### src/rtl/rop_csr_ctrl.sv
// ROP configuration controller: CSR writes go to shadow registers, and a commit
// drains in-flight fragments before copying the shadow set to the active set.
module rop_csr_ctrl #(
    parameter int  MAX_INFLIGHT = 16,
    localparam int CNT_W        = $clog2(MAX_INFLIGHT + 1)
) (
    input  logic         clk,
    input  logic         reset_n,
    input  logic         csr_wr_valid,
    input  logic [3:0]   csr_wr_addr,
    input  logic [31:0]  csr_wr_data,
    input  logic [3:0]   csr_rd_addr,
    output logic [31:0]  csr_rd_data,
    input  logic         commit_valid,
    output logic         commit_ready,
    input  logic         frag_enq,
    output logic         frag_admit,
    input  logic         frag_deq,
    output logic [194:0] rop_csrs,
    output logic         busy
);

    localparam int NUM_FIELDS = 15;
    localparam int CFG_W      = 195;

    // Field layout of rop_csrs_t, first struct member in the MSBs.
    localparam int FLD_W   [NUM_FIELDS] = '{32, 32, 32, 32, 3, 3, 3, 3, 3, 4, 4, 4, 4, 32, 4};
    localparam int FLD_LSB [NUM_FIELDS] = '{163, 131, 99, 67, 64, 61, 58, 55, 52, 48, 44, 40, 36, 4, 0};

    // Index 15 has a zero mask and zero reset value so it always reads back 0.
    localparam logic [31:0] FLD_MASK [16] = '{
        32'hFFFF_FFFF, 32'hFFFF_FFFF, 32'hFFFF_FFFF, 32'hFFFF_FFFF,
        32'h7, 32'h7, 32'h7, 32'h7, 32'h7,
        32'hF, 32'hF, 32'hF, 32'hF,
        32'hFFFF_FFFF, 32'hF, 32'h0
    };
    localparam logic [31:0] FLD_RST [16] = '{
        32'h0, 32'h0, 32'h0, 32'h0,
        32'h7, 32'h7,
        32'h0, 32'h0, 32'h0,
        32'h1, 32'h0, 32'h1, 32'h0,
        32'h0, 32'h3, 32'h0
    };

    typedef enum logic [1:0] {
        S_IDLE   = 2'd0,
        S_DRAIN  = 2'd1,
        S_COMMIT = 2'd2
    } state_t;

    state_t             r_state;
    logic [CNT_W-1:0]   r_count;
    logic [31:0]        r_shadow [16];
    logic [CFG_W-1:0]   r_active;
    logic               r_commit_ready;
    logic               r_busy;

    logic [CFG_W-1:0]   w_shadow_cfg;
    logic [CFG_W-1:0]   w_reset_cfg;
    logic               w_inc;
    logic               w_dec;

    generate
        for (genvar gi = 0; gi < NUM_FIELDS; gi++) begin : g_pack
            assign w_shadow_cfg[FLD_LSB[gi] +: FLD_W[gi]] = r_shadow[gi][FLD_W[gi]-1:0];
            assign w_reset_cfg[FLD_LSB[gi] +: FLD_W[gi]]  = FLD_RST[gi][FLD_W[gi]-1:0];
        end
    endgenerate

    // Shadow writes are accepted in every state, including the COMMIT cycle.
    always_ff @(posedge clk or negedge reset_n) begin
        if (!reset_n) begin
            for (int i = 0; i < 16; i++) begin
                r_shadow[i] <= FLD_RST[i];
            end
        end else if (csr_wr_valid) begin
            for (int i = 0; i < NUM_FIELDS; i++) begin
                if (csr_wr_addr == 4'(i)) begin
                    r_shadow[i] <= csr_wr_data & FLD_MASK[i];
                end
            end
        end
    end

    assign csr_rd_data = r_shadow[csr_rd_addr];

    assign frag_admit = (r_state == S_IDLE) && (r_count < CNT_W'(MAX_INFLIGHT));
    assign w_inc      = frag_enq && frag_admit;
    // A retire against an empty pipe is ignored so the count cannot wrap.
    assign w_dec      = frag_deq && (r_count != '0);

    always_ff @(posedge clk or negedge reset_n) begin
        if (!reset_n) begin
            r_count <= '0;
        end else if (w_inc && !w_dec) begin
            r_count <= r_count + CNT_W'(1);
        end else if (!w_inc && w_dec) begin
            r_count <= r_count - CNT_W'(1);
        end
    end

    always_ff @(posedge clk or negedge reset_n) begin
        if (!reset_n) begin
            r_state        <= S_IDLE;
            r_active       <= w_reset_cfg;
            r_commit_ready <= 1'b0;
            r_busy         <= 1'b0;
        end else begin
            case (r_state)
                S_IDLE: begin
                    r_commit_ready <= 1'b0;
                    if (commit_valid) begin
                        r_state <= S_DRAIN;
                        r_busy  <= 1'b1;
                    end
                end
                S_DRAIN: begin
                    if (r_count == '0) begin
                        r_state        <= S_COMMIT;
                        r_commit_ready <= 1'b1;
                    end
                end
                S_COMMIT: begin
                    r_active       <= w_shadow_cfg;
                    r_state        <= S_IDLE;
                    r_commit_ready <= 1'b0;
                    r_busy         <= 1'b0;
                end
                default: begin
                    r_state        <= S_IDLE;
                    r_commit_ready <= 1'b0;
                    r_busy         <= 1'b0;
                end
            endcase
        end
    end

    assign rop_csrs     = r_active;
    assign commit_ready = r_commit_ready;
    assign busy         = r_busy;

    assert property (@(posedge clk) disable iff (!reset_n) !(frag_deq && (r_count == '0)));

endmodule

### config.mk
export PLATFORM = sky130hd
export DESIGN_NAME = rop_csr_ctrl
export DESIGN_NICKNAME = d
export VERILOG_FILES = /design/src/rtl/rop_csr_ctrl.sv
export SDC_FILE = /design/constraint.sdc
export NUM_CORES = 1
export LEC_CHECK = 0
export ABC_CLOCK_PERIOD_IN_PS = 2600
export BUFFER_PORTS_ARGS = -buffer_cell sky130_fd_sc_hd__buf_2
export CORE_UTILIZATION = 40
export CTS_BUF_LIST = sky130_fd_sc_hd__clkbuf_16
export CTS_CLUSTER_SIZE = 30
export DETAILED_ROUTE_END_ITERATION = 8
export SLEW_MARGIN = 20
export SYNTH_ARGS = -nofsm -noshare
export SYNTH_HDL_FRONTEND = slang
export SYNTH_SLANG_ARGS = --single-unit
### constraint.sdc
create_clock -name clk -period 2.6 [get_ports clk]
set_clock_uncertainty 0.1 [all_clocks]
set_input_delay 0.52 -clock clk [delete_from_list [all_inputs] [get_ports clk]]
set_output_delay 0.52 -clock clk [all_outputs]
set_load 0.01 [all_outputs]
==> results.sh <==
export IMPL_drive_above_1_share_pct=60.9
export IMPL_dr_pass1_iters=4
export IMPL_ys_ff_latch=399
export IMPL_vias=9785
export IMPL_ys_warn_count=32
export IMPL_fin_crit_ps=2540
export IMPL_rsz0062_at_grt="no"
export IMPL_cts_tree="built"
export IMPL_dp_final_hpwl_um=27200
export IMPL_antenna_diode_count=0
export IMPL_fin_crit_sh_pct=97.6
export IMPL_rrSetupSlack_ps=190
export IMPL_ir_worst_vdd_v=0.000480
export IMPL_finalHoldViolCount=0
export IMPL_die_height_um=206
export IMPL_fin_area_um2=20200
export IMPL_syn_cell_area_um2=16600
export IMPL_place_congestion=0.780
export IMPL_area_growth_pct=21.7
export IMPL_clock_fmax_mhz=394
export IMPL_status="finished clean"
export IMPL_cp_start_kind="input port"
export IMPL_avgRoutedWirePerCell_um=21.9
export IMPL_multiInputGateArea_um2=6190
export IMPL_vias_per_cell=5.18
export IMPL_placementRows=74
export IMPL_die_area_um2=42300
export IMPL_nNetsFinal=1375
export IMPL_avgSynthCellArea_um2=16.2
export IMPL_synthArstFlopShare_pct=100
export IMPL_drc_errors=0
export IMPL_die_w_um=206
export IMPL_wl_um=41300
export IMPL_core_um2=40800
export IMPL_cts_buffers=44
export IMPL_start_util_pct=40.6
export IMPL_first_global_vias=10200
export IMPL_critPathSlowestCell="mux4_2"
export IMPL_grt_pass1_wl_um=62700
export IMPL_dpl_instance_area_um2=18800
export IMPL_yosysSeqAreaShare_pct=60.4
export IMPL_clk_pin_slew_ps=60
export IMPL_grt_usage_pct=19.7
export IMPL_syn_nets=1077
export IMPL_ys_flop_type="dfrtp_1"
export IMPL_first_iter_violations=412
export IMPL_setup_violations=0
export IMPL_grt_start_max_net_pins=73
export IMPL_cts_root_buf="clkbuf_16"
export IMPL_setup_tns_ps=0
export IMPL_required_ps=1980
export IMPL_clock_latency_ps=560
export IMPL_endpoint_kind="output pin"
export IMPL_regArea_um2=10000
export IMPL_cp_startpoint="csr_rd_addr[0]"
export IMPL_leakagePower_nw=10.1
export IMPL_ant_nets=0
export IMPL_r2r_end="r_count[4]$_DFFE_PN0P_"
export IMPL_worst_r2r_startpoint="r_count[4]$_DFFE_PN0P_"
export IMPL_dp_cells=1809
export IMPL_crit_chain="buf_4, buf_12, mux4_2, o22ai_1, a31oi_1, buf_2"
export IMPL_powerDensity_nw_per_um2=992
export IMPL_cp_arrival_ps=1920
export IMPL_crit_path_max_fanout=13
export IMPL_clockBufferDepth=3
export IMPL_grt_overflow=0
export IMPL_path_class="input port to output pin"
export IMPL_hold_class="input port to flip-flop"
export IMPL_tightestPinTransition_ps=672
export IMPL_clock_sinks=399
export IMPL_instances_no_fill=1888
export IMPL_io_pins=276
export IMPL_netlist_instances=1026
export IMPL_cp_endpoint="csr_rd_data[0]"
export IMPL_slew_violations=0
export IMPL_whs_ps=129
export IMPL_maxCapViolCount=0
export IMPL_yosysUniqueCellTypes=41
export IMPL_synth_edf_count=0
export IMPL_cts_max_level=2
export IMPL_cpPeakStageDelay_ps=530
export IMPL_relSlewSlack_pct=55.2
export IMPL_antenna_found_initial=1
export IMPL_post_cts_buffers=0
export IMPL_port_buffers=275
export IMPL_fillerInstances=3510
export IMPL_worstRegToRegCells=9
worst max-delay path: cells and delay by family:
| family | cells | cell delay [ps] |
|---|---|---|
| buf+inv | 3 | 580 |
| mux | 1 | 530 |
| compound gates | 2 | 270 |
through the flow:
| step | total power [W] | utilization [%] | worst slack [ps] |
|---|---|---|---|
| global placement | 0.0142 | 46.1 | 75.0 |
| floorplan | 0.0120 | - | 63.3 |
| finish | 0.0200 | 49.4 | 61.2 |
| CTS | 0.0203 | 49.4 | 38.4 |
| detailed placement | 0.0144 | 46.1 | 46.7 |
| global route | 0.0211 | 49.4 | 1.42 |
cell type report:
| class | instances | area share (%) |
|---|---|---|
| clock buffers | 45 | 5.58 |
| clock inverters | 33 | 0.980 |
| inverters | 2 | 0.0372 |
| multi-input cells | 563 | 30.7 |
| flip-flops and latches | 399 | 49.6 |
| well taps | 532 | 3.30 |
| repair buffers | 314 | 9.77 |
worst min-delay path by stage:
| stage | startpoint | to | slack, ps | depth (start not counted) |
|---|---|---|---|---|
| after detailed placement | rop_csrs[79]$_DFFE_PN0N_ | rop_csrs[79]$_DFFE_PN0N_ | 390 | 1 |
| after floorplan | reset_n | busy$_DFFE_PN0P_ | 120 | 0 |
| after CTS | csr_wr_data[26] | r_shadow[442]$_DFFE_PN0P_ | 90 | 2 |
| after global routing | csr_wr_data[28] | r_shadow[444]$_DFFE_PN0P_ | 120 | 2 |
| final | csr_wr_data[26] | r_shadow[442]$_DFFE_PN0P_ | 130 | 2 |
| after global placement | busy$_DFFE_PN0P_ | busy$_DFFE_PN0P_ | 370 | 2 |
cell families (layout without fill, tap and decap cells):
family,after synthesis,count (layout),share of synthesized area [%]
AOI/OAI and AO/OA,55,55,2.44
buffers and inverters,64,394,2.51
and+or+nand+nor,62,62,2.05
xor gates and xnor gates,3,3,0.158
DFF,399,399,60.4
adders and majority gates,5,5,0.423
muxes,438,438,32.1
Yosys cell counts (all sizes together), types with 4 or more instances:
cell type / n / area [um^2]
mux2: 395 / 4450
dfrtp: 379 / 9480
buf: 52 / 370
mux4: 35 / 788
a22o: 28 / 245
dfstp: 20 / 526
nor2: 18 / 72.6
clkbuf: 10 / 37.5
nand2: 10 / 37.5
nor3: 10 / 50.1
mux2i: 8 / 80.1
o21ai: 8 / 40.0
a21oi: 7 / 35.0
and2: 5 / 31.3
nand2b: 5 / 38.8
ha: 4 / 50.1
nand3b: 4 / 33.8
sequential cells by signal, summed over array words and instances (netlist names):
| register | flops |
|---|---|
| busy | 1 |
| commit_ready | 1 |
| r_count | 5 |
| r_shadow | 195 |
| r_state | 2 |
| rop_csrs | 195 |
layout by cell type (no fill, tap or decap), drive strengths merged, types with 2 or more instances in the layout:
cell,count
or3,2
mux2,395
inv,18
ha,4
clkbuf,45
nand3b,4
dfrtp,379
buf,313
a31oi,3
nor3,10
and2,5
a21o,2
o21ai,8
o22ai,3
nand3,2
nand2,10
nor2b,2
nand2b,5
xnor2,2
a21oi,7
bufinv,2
mux2i,8
nor2,18
and3,2
dfstp,20
mux4,35
a22o,28
clkinv,14
o31ai,2
report_power, final:
part | leakage [nW] | switching (W) | internal [W]
Clock | 0.703 | 0.00249 | 0.00332
Combinational | 4.29 | 0.00220 | 0.00267
Sequential | 5.10 | 0.00121 | 0.00812
Total | 10.1 | 0.00590 | 0.0141
metal layers:
layer	global-route usage, %	vias up	routed length [um]
met5	0	-	0
li1	-	4369	-
met2	30.6	243	19100
met3	5.04	62	2430
met1	27.3	5111	18800
met4	5.71	0	909
timing repair:
| action | 4_1_cts | 5_1_grt |
|---|---|---|
| endpoints found under the setup margin | 0 | 1 |
| hold endpoints to repair | 53 | 0 |
| resized for setup | 0 | 5 |
| hold buffers | 1 | 0 |
(Power assumes the default switching activity.)
